===== src/rtl/rr_mux_n_pkg.sv =====
// rtl/rr_mux_n_pkg.sv - shared arbitration mode encodings and index-width helper
package rr_mux_n_pkg;

  localparam int MODE_FIXED = 0;
  localparam int MODE_RR    = 1;

  // Source index width; a 1-bit index is kept even for degenerate channel counts.
  function automatic int sel_width(input int n);
    return (n < 2) ? 1 : $clog2(n);
  endfunction

endpackage


===== src/rtl/rr_arbiter.sv =====
// rtl/rr_arbiter.sv - combinational one-hot arbiter, round-robin or fixed priority
module rr_arbiter
  import rr_mux_n_pkg::*;
#(
  parameter int N  = 4,
  parameter int RR = MODE_RR,
  localparam int SEL_W = sel_width(N)
) (
  input  logic [N-1:0]     valid,
  input  logic [SEL_W-1:0] ptr,
  output logic [N-1:0]     grant,
  output logic [SEL_W-1:0] grant_idx
);

  logic [SEL_W-1:0] base;
  logic [N-1:0]     masked;

  assign base = (RR == MODE_RR) ? ptr : '0;

  always_comb begin
    masked = '0;
    for (int i = 0; i < N; i++) begin
      masked[i] = valid[i] && (SEL_W'(i) >= base);
    end
  end

  // Scan high-to-low so the lowest index wins; masked hits (>= ptr) override the wrap scan.
  always_comb begin
    grant     = '0;
    grant_idx = '0;
    for (int i = N - 1; i >= 0; i--) begin
      if (valid[i]) begin
        grant     = '0;
        grant[i]  = 1'b1;
        grant_idx = SEL_W'(i);
      end
    end
    if (|masked) begin
      for (int i = N - 1; i >= 0; i--) begin
        if (masked[i]) begin
          grant     = '0;
          grant[i]  = 1'b1;
          grant_idx = SEL_W'(i);
        end
      end
    end
  end

endmodule


===== src/rtl/rr_mux_n.sv =====
// rtl/rr_mux_n.sv - N-input registered arbitrating mux with valid/ready on both sides
module rr_mux_n
  import rr_mux_n_pkg::*;
#(
  parameter int WIDTH = 32,
  parameter int N     = 4,
  parameter int RR    = MODE_RR,
  localparam int SEL_W = sel_width(N)
) (
  input  logic               clk,
  input  logic               rst,
  input  logic [N*WIDTH-1:0] in_data,
  input  logic [N-1:0]       in_valid,
  output logic [N-1:0]       in_ready,
  output logic [WIDTH-1:0]   out_data,
  output logic [SEL_W-1:0]   out_src,
  output logic               out_valid,
  input  logic               out_ready
);

  logic [SEL_W-1:0] ptr;
  logic [N-1:0]     grant;
  logic [SEL_W-1:0] grant_idx;
  logic [WIDTH-1:0] sel_data;
  logic             load_en;

  rr_arbiter #(.N(N), .RR(RR)) u_arb (
    .valid     (in_valid),
    .ptr       (ptr),
    .grant     (grant),
    .grant_idx (grant_idx)
  );

  always_comb begin
    sel_data = '0;
    for (int i = 0; i < N; i++) begin
      sel_data = sel_data | (in_data[i*WIDTH +: WIDTH] & {WIDTH{grant[i]}});
    end
  end

  assign load_en  = !out_valid || out_ready;
  assign in_ready = rst ? '0 : (grant & {N{load_en}});

  always_ff @(posedge clk) begin
    if (rst) begin
      out_valid <= 1'b0;
      out_data  <= '0;
      out_src   <= '0;
      ptr       <= '0;
    end else if (load_en) begin
      out_valid <= |in_valid;
      if (|in_valid) begin
        out_data <= sel_data;
        out_src  <= grant_idx;
        // Explicit wrap so non-power-of-two channel counts cycle correctly.
        if (RR == MODE_RR) begin
          ptr <= (grant_idx == SEL_W'(N - 1)) ? '0 : grant_idx + 1'b1;
        end
      end
    end
  end

endmodule


===== config.mk =====
export PLATFORM = sky130hd
export DESIGN_NAME = rr_mux_n
export DESIGN_NICKNAME = d
export VERILOG_FILES = /design/src/rtl/rr_mux_n_pkg.sv /design/src/rtl/rr_arbiter.sv /design/src/rtl/rr_mux_n.sv
export SDC_FILE = /design/constraint.sdc
export NUM_CORES = 1
export LEC_CHECK = 0
export BUFFER_PORTS_ARGS = -buffer_cell sky130_fd_sc_hd__buf_2
export CAP_MARGIN = 10
export CORE_MARGIN = 1
export CORE_UTILIZATION = 42
export CTS_CLUSTER_DIAMETER = 200
export DETAILED_ROUTE_END_ITERATION = 10
export PLACE_DENSITY = 0.87
export SLEW_MARGIN = 0
export SYNTH_ARGS = -nofsm -noshare
export SYNTH_HDL_FRONTEND = slang
export SYNTH_SLANG_ARGS = --single-unit

===== constraint.sdc =====
create_clock -name clk -period 1.9 [get_ports clk]
set_clock_uncertainty 0.15 [all_clocks]
set_input_delay 0.285 -clock clk [delete_from_list [all_inputs] [get_ports clk]]
set_output_delay 0.285 -clock clk [all_outputs]
set_load 0.05 [all_outputs]

==> flow_summary.json <==
{
  "status": "finished, final reports clean",
  "grt_pass1_vias": 3048,
  "crit_slowest_cell": "dfxtp_4",
  "synth_common_cells": "dfxtp_1 (37), nand2_1 (37), nor2_1 (37)",
  "cell_internal_pwr_uw": 1720,
  "antenna_found_initial": 0,
  "synth-xor-area-share_pct": 0,
  "drtPass1Iterations": 7,
  "core_um2": 5960,
  "rsz0062_at_grt": "true",
  "wl_per_cell_um": 17.7,
  "cp-end-kind": "output pin",
  "clkTransAtPathRegs_ps": 80,
  "synth.cell_area_um2": 2600,
  "synth_area_leaders": "dfxtp_1 (28%), a221oi_2 (9.8%), a311oi_1 (8.4%), and3_1 (7.7%), nand2_1 (5.3%)",
  "yosysSeqAreaShare_pct": 28.5,
  "synth-edff-count": 0,
  "htreeDepth": 2,
  "ys_ff_latch": 37,
  "yosysUniqueCellTypes": 37,
  "synth_flop_cell": "dfxtp_1",
  "insertion_delay_ps": 300,
  "syn_nets": 450,
  "async_reset_ff_share_pct": 0,
  "start_kind": "flop",
  "cts_tree": "done",
  "required_ps": 1460,
  "whs_ps": 97.5,
  "finalWirelength_um": 9800,
  "critPathBufInv": 1,
  "netSwitchingPower_uw": 1130,
  "place.gp.congestion": 0.881,
  "crit_family": "flip-flops",
  "drc": 0,
  "muxShareOfSynthArea_pct": 0.385,
  "syn-instance-count": 315,
  "via_per_inst": 5.92,
  "die_h_um": 80.7,
  "finalHoldViolCount": 0,
  "yosysTopAreaCell": "dfxtp_1",
  "die_area_um2": 6510,
  "final_layout_size_suffix_gt1_share_pct": 50.2,
  "antennaDiodeCount": 0,
  "fmax_mhz": 529,
  "drv_slew": 0,
  "finalSetupViolCount": 0,
  "synth-warning-count": 0,
  "grt_max_degree": 37,
  "synth-compound-area-share_pct": 41.8,
  "numCtsBuffers": 5,
  "crit_type": "flop to output pin",
  "synth_top_family_by_area": "compound AO/OA/AOI/OAI gates",
  "max_stage_delay_ps": 420,
  "synth-simple-area-share_pct": 21.1,
  "fin_crit_ps": 1890,
  "clockRootBuffer": "clkbuf_8",
  "ios": 174,
  "combPwrFrac_pct": 42.1,
  "syn_area_per_cell_um2": 8.26,
  "grt_pass1_wl_um": 14400,
  "fin_nets": 614,
  "tightest_slew_ps": 467,
  "path_cells": "a2bb2oi_1 -> o32ai_4 -> nor2b_4 -> buf_6",
  "synth_fa_ha_area_share_pct": 0,
  "grt_use_total_pct": 28.6,
  "cts_buffer_depth": 2,
  "dpl_cell_area_um2": 3560,
  "die_w_um": 80.7,
  "yosys.area.top_type_share_pct": 28.5,
  "worstPathMaxFanout": 12,
  "syn2layout_area_growth_pct": 42.7,
  "start_util_pct": 43.7,
  "power.density_nw_per_um2": 768,
  "switching_share_pct": 39.7,
  "postRouteAntennaNets": 0,
  "hp-class": "input pin to flop",
  "final_cell_area_um2": 3710,
  "post_cts_buffers": 0,
  "peakVddDrop_v": 0.000382,
  "fin_crit_sh_pct": 99.4,
  "arrival_ps": 1450,
  "p_seq_share_pct": 32.3,
  "clkPwrFrac_pct": 25.6,
  "cts_sinks": 37,
  "hpwlAfterDp_um": 6840,
  "drtIter0Drc": 201,
  "max_slew_margin_pct": 68.9,
  "port_buffers": 173,
  "fp-row-count": 28,
  "grt_overflow": 0,
  "vias": 3284,
  "maxCapViolCount": 0,
  "p_leak_uw": 0.00183
}
==> tightest hold or removal path: stages <==
cell	delay [ps]
buf_2	100
nand2_1	40
a311oi_1	70
==> metrics by stage <==
step	std cells	power, µW	setup TNS, ps	utilization, %	worst slack [ps]
after CTS	555	2850	0	62.2	2.77
after global placement	547	2100	0	59.8	55.2
after detailed placement	547	2120	-357	59.8	-76.9
after global routing	555	2980	-96.7	62.3	-58.4
final	555	2850	0	62.3	10.9
after floorplan	315	1760	-15.0	-	-15.0
==> registers in the layout, indices dropped and copies added (netlist names) <==
register and count:
ptr 2, out_data 32, out_valid 1, out_src 2
==> kinds of logic (layout without fill, tap and decap cells) <==
group	Yosys count	after routing
flip-flops	37	37
AO/OA/AOI/OAI	119	119
AND/OR/NAND/NOR	117	117
buffers and inverters	41	206
multiplexers	1	1
==> what timing repair did <==
item | CTS | global route
setup endpoints to repair | 22 | 4
hold buffers | 0 | 0
gates resized for setup | 10 | 3
==> cell usage in the layout (no fill, tap or decap), drive strengths merged <==
cell | synthesis | final
and3 | 32 | 32
o21ba | 1 | 1
inv | 2 | 2
nand2b | 3 | 3
o41ai | 1 | 1
o21bai | 3 | 3
clkbuf | 20 | 8
o31ai | 1 | 1
a31oi | 1 | 1
a21boi | 1 | 1
nor2 | 37 | 37
o22ai | 1 | 1
bufinv | 0 | 1
a2bb2oi | 1 | 1
and3b | 1 | 1
o211a | 2 | 2
dfxtp | 37 | 37
a221oi | 32 | 32
o21a | 1 | 1
o21ai | 33 | 33
a311oi | 32 | 32
or3 | 1 | 1
a21o | 1 | 1
nor2b | 5 | 5
o221ai | 1 | 1
o41a | 1 | 1
nand3 | 1 | 1
buf | 19 | 195
a21oi | 5 | 5
nand2 | 37 | 37
mux2i | 1 | 1
o32ai | 1 | 1
==> cell type report <==
class | instances | area, µm²
Inverter | 2 | 7.51
Clock buffer | 7 | 86.3
Multi-Input combinational cell | 237 | 1690
Timing Repair Buffer | 196 | 1060
Clock inverter | 1 | 30.0
Tap cell | 75 | 93.8
Fill cell | 520 | 2240
Sequential cell | 37 | 748
==> power by group through the flow <==
| stage | registers (µW) | clock network [µW] | logic [µW] |
|---|---|---|---|
| 4_1_cts | 920 | 739 | 1190 |
| 2_1_floorplan | 1220 | 0 | 535 |
| 3_5_place_dp | 936 | 0 | 1180 |
| 6_report | 921 | 730 | 1200 |
| 5_1_grt | 932 | 778 | 1270 |
| 3_3_place_gp | 933 | 0 | 1170 |
==> layer usage <==
layer | GRT usage [%] | vias up | wire length [µm]
met1 | 33.1 | 1549 | 3880
li1 | - | 1532 | -
met5 | 0 | - | 0
met2 | 50.3 | 185 | 4910
met3 | 7.73 | 18 | 884
met4 | 10.2 | 0 | 131
==> worst paths after layout <==
check	endpoint	slack, ps	from	cells past startpoint
setup / recovery	in_ready[0]	10	ptr[1]	4
hold / removal	out_data[6]	100	in_data[6]	3
setup reg to reg	out_data[5]	100	ptr[1]	5
hold reg to reg	out_src[0]	320	out_src[0]	2
Power figures use the tool's default switching activity.
